===== src/rtl/regfile_dumper.sv =====
// regfile_dumper: walks a register-file address range through one read port
// and streams (address, data) pairs out on a valid/ready interface.
//
// Handshake: a word transfers on a rising edge where out_valid && out_ready.
// While out_valid is high and out_ready is low, out_addr/out_data/out_last
// hold. out_valid never depends combinationally on out_ready; out_ready only
// steers the next-edge load decision.
module regfile_dumper #(
   parameter int ADDR_W = 5,
   parameter int DATA_W = 32
) (
   input  logic              clk,
   input  logic              rst,
   input  logic              start,
   input  logic [ADDR_W-1:0] first_addr,
   input  logic [ADDR_W-1:0] last_addr,
   output logic              busy,
   output logic              done,
   output logic [ADDR_W-1:0] rf_raddr,
   input  logic [DATA_W-1:0] rf_rdata,
   output logic              out_valid,
   input  logic              out_ready,
   output logic [ADDR_W-1:0] out_addr,
   output logic [DATA_W-1:0] out_data,
   output logic              out_last,
   output logic [1:0]        dbg_state_o
);

   typedef enum logic [1:0] {
      S_IDLE   = 2'd0,
      S_STREAM = 2'd1,
      S_DONE   = 2'd2
   } state_t;

   state_t            state_q;
   logic [ADDR_W-1:0] ptr_q;
   logic [ADDR_W:0]   remaining_q;
   logic              busy_q;
   logic              done_q;
   logic              out_valid_q;
   logic              out_last_q;
   logic [ADDR_W-1:0] out_addr_q;
   logic [DATA_W-1:0] out_data_q;

   // Word count is inclusive and wraps mod 2**ADDR_W, so last == first-1 is a full dump.
   logic [ADDR_W-1:0] span_d;
   logic [ADDR_W:0]   remaining_d;
   logic              load_d;
   logic              handshake_d;

   assign span_d      = last_addr - first_addr;
   assign remaining_d = {1'b0, span_d} + (ADDR_W+1)'(1);
   assign handshake_d = out_valid_q && out_ready;
   assign load_d      = (remaining_q != '0) && (!out_valid_q || out_ready);

   // Single FSM: owns range pointer, word counter and the registered output stage.
   always_ff @(posedge clk or posedge rst) begin
      if (rst) begin
         state_q     <= S_IDLE;
         ptr_q       <= '0;
         remaining_q <= '0;
         busy_q      <= 1'b0;
         done_q      <= 1'b0;
         out_valid_q <= 1'b0;
         out_last_q  <= 1'b0;
         out_addr_q  <= '0;
         out_data_q  <= '0;
      end else begin
         case (state_q)
            S_IDLE: begin
               done_q <= 1'b0;
               if (start) begin
                  ptr_q       <= first_addr;
                  remaining_q <= remaining_d;
                  busy_q      <= 1'b1;
                  state_q     <= S_STREAM;
               end
            end
            S_STREAM: begin
               if (handshake_d && out_last_q) begin
                  // Final word accepted; counter is already zero so nothing reloads.
                  out_valid_q <= 1'b0;
                  out_last_q  <= 1'b0;
                  busy_q      <= 1'b0;
                  done_q      <= 1'b1;
                  state_q     <= S_DONE;
               end else if (load_d) begin
                  out_data_q  <= rf_rdata;
                  out_addr_q  <= ptr_q;
                  out_valid_q <= 1'b1;
                  out_last_q  <= (remaining_q == (ADDR_W+1)'(1));
                  ptr_q       <= ptr_q + ADDR_W'(1);
                  remaining_q <= remaining_q - (ADDR_W+1)'(1);
               end else if (handshake_d) begin
                  out_valid_q <= 1'b0;
               end
            end
            S_DONE: begin
               // One-cycle done pulse; a start seen here is dropped.
               done_q  <= 1'b0;
               state_q <= S_IDLE;
            end
            default: begin
               state_q <= S_IDLE;
            end
         endcase
      end
   end

   assign busy        = busy_q;
   assign done        = done_q;
   assign rf_raddr    = ptr_q;
   assign out_valid   = out_valid_q;
   assign out_last    = out_last_q;
   assign out_addr    = out_addr_q;
   assign out_data    = out_data_q;
   assign dbg_state_o = state_q;

endmodule


===== config.mk =====
export PLATFORM = sky130hd
export DESIGN_NAME = regfile_dumper
export DESIGN_NICKNAME = d
export VERILOG_FILES = /design/src/rtl/regfile_dumper.sv
export SDC_FILE = /design/constraint.sdc
export NUM_CORES = 1
export LEC_CHECK = 0
export CORE_MARGIN = 2
export CORE_UTILIZATION = 48
export DETAILED_ROUTE_END_ITERATION = 12
export GPL_TIMING_DRIVEN = 1
export PLACE_DENSITY = 0.95
export SETUP_SLACK_MARGIN = 0.3
export SYNTH_ARGS = -nofsm -noshare
export SYNTH_HDL_FRONTEND = slang
export SYNTH_SLANG_ARGS = --single-unit

===== constraint.sdc =====
create_clock -name clk -period 5.53 [get_ports clk]
set_clock_uncertainty 0.2 [all_clocks]
set_input_delay 1.106 -clock clk [delete_from_list [all_inputs] [get_ports clk]]
set_output_delay 1.106 -clock clk [all_outputs]
set_load 0.01 [all_outputs]

Word level (Yosys, flattened, before mapping) --
Index checks and enable logic that the tools add are counted.
Word-level totals: flip-flop bits (word level) 54, input port bits 46, output and inout bits 48
Operators by class: add/subtract/negate cells 4, equality and inequality tests 7, multiplexer cells 21, bitwise logic cells 1, reductions and logical operators 19
Operators by type and width (number):
- $mux 6 | 3
- $mux 5 | 3
- $pmux 6 s2 | 1
- $pmux 5 s2 | 1
- $mux 1 | 8
- $ne 2x2->1 const B | 4
- $reduce_and 2->1 | 4
- $add 5x1->6 const B | 1
- $eq 6x1->1 const B | 1
- $reduce_and 3->1 | 2
- $reduce_bool 2->1 | 3
- $reduce_bool 6->1 | 1
- $sub 6x1->6 const B | 1
- $add 5x1->5 const B | 1
- $sub 5x5->5 | 1
- $mux 2 | 2
- $pmux 1 s2 | 2
- $pmux 2 s2 | 1
- $reduce_and 4->1 | 1
- $logic_and 1x1->1 | 3
- $reduce_bool 3->1 | 1
- $eq 2x1->1 const B | 1
- $eq 2x2->1 const B | 1
- $logic_not 2->1 | 1
- 4 further kinds | 4

Logic depth before layout (Yosys ltp) --
depth after elaboration 6, gate-level depth with buffers 9

Worst setup path before layout --
Ideal clock, no wire load.
path kind input to register, start point input last_addr[0], end point register remaining_q[3], setup time 126 ps, data arrival time 2480 ps, slack 2724 ps, stages 8, path through inv_1 ha_1 inv_1 fa_1 xor2_1 nand3_1 xnor2_1 a221o_1
Between the ends: cells in the longest elaborated chain, start to end 4
RTL lines:
- start: declaration | line 16 | input logic [ADDR_W-1:0] last_addr,
- $sub 5x5->5 | line 51 | assign span_d = last_addr - first_addr;
- $add 5x1->6 | line 52 | assign remaining_d = {1'b0, span_d} + (ADDR_W+1)'(1);
- $mux 6 | line 72 | if (start) begin
- $pmux 6 s2 | line 69 | case (state_q)
- end signal: assignment | line 74 | remaining_q <= remaining_d;
- end signal: assignment | line 93 | remaining_q <= remaining_q - (ADDR_W+1)'(1);
- end: declaration | line 37 | logic [ADDR_W:0] remaining_q;
No other way between the ends. The select of a mux whose other input is x is not followed. A chain may end at the register's enable or synchronous reset.

==> metrics <==
status=completed; ranking of synthesized cells by area=dfrtp_1 (51%), mux2_4 (11%), mux2_1 (7.7%); Switch Pwr=about 0.77 mW; hold buffers post-CTS=0; Total Wirelength=just under 6000 um; H-tree levels=2; initial antenna violation count=0; Data required, critical path=5.52 ns; critical path's largest stage delay=0.70 ns; row cnt=26; Syn Nets=around 270; max-slew violations=0; clock slew at reported path FFs=roughly 0.10 ns; Final period util=slightly below 70%; Die ar.=slightly above 6000 sq um; Seq cells post-synth=between 50 and 60; DP Area=around 3600 sq um; WL/cell=15.8 um; worst path cell trace=clkdlybuf4s50_1, o21bai_1, a41oi_2, a21boi_4, nand2_2, mux2_1; Core ar.=around 5200 sq um; Synth area leader=dfrtp_1; relative slew slack=roughly 28%; DR vias=2001; Fin Setup TNS=0 ns; root buffer cell=clkbuf_8; CTS tree=built; total CTS buffers=5; Initial Util=between 50% and 60%; Layout area overhead=40.6%; DRC violation count after routing=0; Fin. Hold Viols=0; most frequent cells after synthesis=dfrtp_1 (54), mux2_4 (19), mux2_1 (18), nand2_1 (13), a21oi_1 (12); top cell type's share of synthesized area=roughly half; RR Startpoint=remaining_q[0]; vias per inst=about 5.3; slowest stage cell, crit path=nand2_2; clock power share=a little over a tenth; grt total ovfl=0; worst slew pin tran=between 1 and 1.5 ns; crit path max fanout=38; setup bufs post-CTS=0; asr flop ratio synth=100%; Combinational Power Share=between 50% and 60%; # diodes=0; Cell variety after synth=between 40 and 50; Worst-Skew Late Latency=0.30 ns; Hold Path Class=flip-flop to flip-flop; Pre-Repair DR Iteration Count=5; yosys warns=0; Max Root-Sink Buffers=2; pin count of the biggest net entering global routing=55; Nets=360; GP Congestion=between 0.8 and 0.9; Buffers on Ports=just over 90; crit path launch=start; die width=just under 80 um; Lkg Pwr=~1.6 nW; first-pass GRT wire length=approximately 9600 um; final worst path period need=roughly 3.8 ns; All-Layer GR Usage=about a fifth; most frequent cell after synthesis=dfrtp_1; post-route cell area=roughly 3700 sq um; DRT iter0 DRCs=84; Final ANT Viol Nets=0; RSZ-0062 raised after global routing=false; switching share of power=between 30% and 40%; DP HPWL=approximately 4400 um; EDFF count, synth=0; Worst Setup Start Kind=input port; Gate Count Post-Synth=211; number of global-route vias before repair=2014; chip height=78.1 um; Fillers=approximately 380; arrival time of the worst setup path=3.78 ns; Seq pwr share=between 30% and 40%; Syn Std Cell Area=2640 sq um; register area share after synthesis=between 50% and 60%; Synth Flop Type=dfrtp_1; Pwr Density=around 580 nW/um^2; Int Pwr=between 1 and 1.5 mW; CTS Sinks=54; post-cts resize count=0; Critical Path End Type=flip-flop; Finish-stage setup viols=0; post-synthesis average cell area=between 10 and 15 sq um; critical path class=input port to flip-flop; min-delay src=out_addr[3]; worst vdd ir=approximately 400 uV; Ports=between 90 and 100; max cap viols=0; Fmax achieved=approximately 0.26 GHz; layout cells sized above 1=10.5%
## power groups by stage
| stage | logic (mW) | clock network (mW) | registers, mW |
|---|---|---|---|
| floorplan | 0.653 | 0 | 0.798 |
| CTS | 1.21 | 0.238 | 0.736 |
| finish | 1.19 | 0.233 | 0.736 |
| detailed placement | 1.20 | 0 | 0.742 |
| global route | 1.28 | 0.252 | 0.765 |
| global placement | 1.15 | 0 | 0.731 |
## per-stage QoR
stage                     std cells  hold WS [ns]  utilization [%]  total power, mW  setup WS, ns
after floorplan                 211         0.276                -             1.45          2.72
after global placement          367         0.264             69.4             1.88          1.52
after detailed placement        367         0.280             69.4             1.94          1.39
after CTS                       375         0.301             71.3             2.18          1.72
after global routing            375         0.313             71.3             2.30          1.60
final                           375         0.294             71.3             2.16          1.74
## sequential cells by signal, summed over array words and instances, names as in the netlist
signal       count
out_addr         5
out_valid        1
out_last         1
done             1
dbg_state_o      2
rf_raddr         5
out_data        32
remaining_q      6
busy             1
## final timing paths
| kind | slack [ns] | to | cells past startpoint |
|---|---|---|---|
| hold reg to reg | 0.29 | out_addr[3] | 1 |
| setup / recovery | 1.74 | out_data[21] | 6 |
| max in group asynchronous | 3.27 | out_data[0] | 2 |
| setup reg to reg | 2.43 | out_data[21] | 7 |
| min in group asynchronous | 1.19 | out_data[16] | 2 |
| hold / removal | 0.29 | out_addr[3] | 1 |
## layer usage
layer | share of wire [%] | up-vias | track usage, %
met4 | 2.0 | 0 | 7.37
met3 | 6.0 | 13 | 4.25
li1 | - | 936 | -
met5 | 0 | - | 0
met2 | 49 | 91 | 34.1
met1 | 43 | 961 | 25.3
## layout make-up
class | count | area [sq um] | area share (%)
well taps | 70 | 87.6 | 2.36
inverters | 9 | 33.8 | 0.911
repair buffers | 94 | 938 | 25.3
clock buffers | 6 | 82.6 | 2.23
multi-input cells | 140 | 1200 | 32.3
clock inverters | 2 | 16.3 | 0.439
flip-flops and latches | 54 | 1350 | 36.4
## critical path, delay by kind of cell
| family | cells | cell delay [ns] |
|---|---|---|
| AOI/OAI and AO/OA | 3 | 0.91 |
| and+or+nand+nor | 1 | 0.70 |
| muxes | 1 | 0.57 |
| buffers and inverters | 1 | 0.47 |
## logic make-up (layout without fill, tap and decap cells)
group	count (synthesis)	in the layout	synth area share, %
buffers and inverters	17	111	3.32
muxes	38	38	18.9
DFF	54	54	51.2
and+or+nand+nor	46	46	9.20
AOI/OAI and AO/OA	40	40	10.3
adders and majority gates	10	10	5.03
xor gates and xnor gates	6	6	1.99
## cell usage in the layout, fill, tap and decap left out, types with 2 or more instances in the layout
cell,n
nor2_1,6
nand3b_1,3
mux2_4,19
nor4b_1,2
xnor2_1,5
nand3_1,9
a21o_1,2
clkdlybuf4s50_1,93
a21oi_1,12
mux2_1,18
clkbuf_8,6
nand2_1,13
o22ai_1,3
nor2b_1,2
o31ai_1,2
o21ai_0,7
inv_1,8
nand2b_1,6
a21boi_0,2
o2111ai_1,2
dfrtp_1,54
ha_1,9
Note: power is estimated with default switching activity, not from simulation.
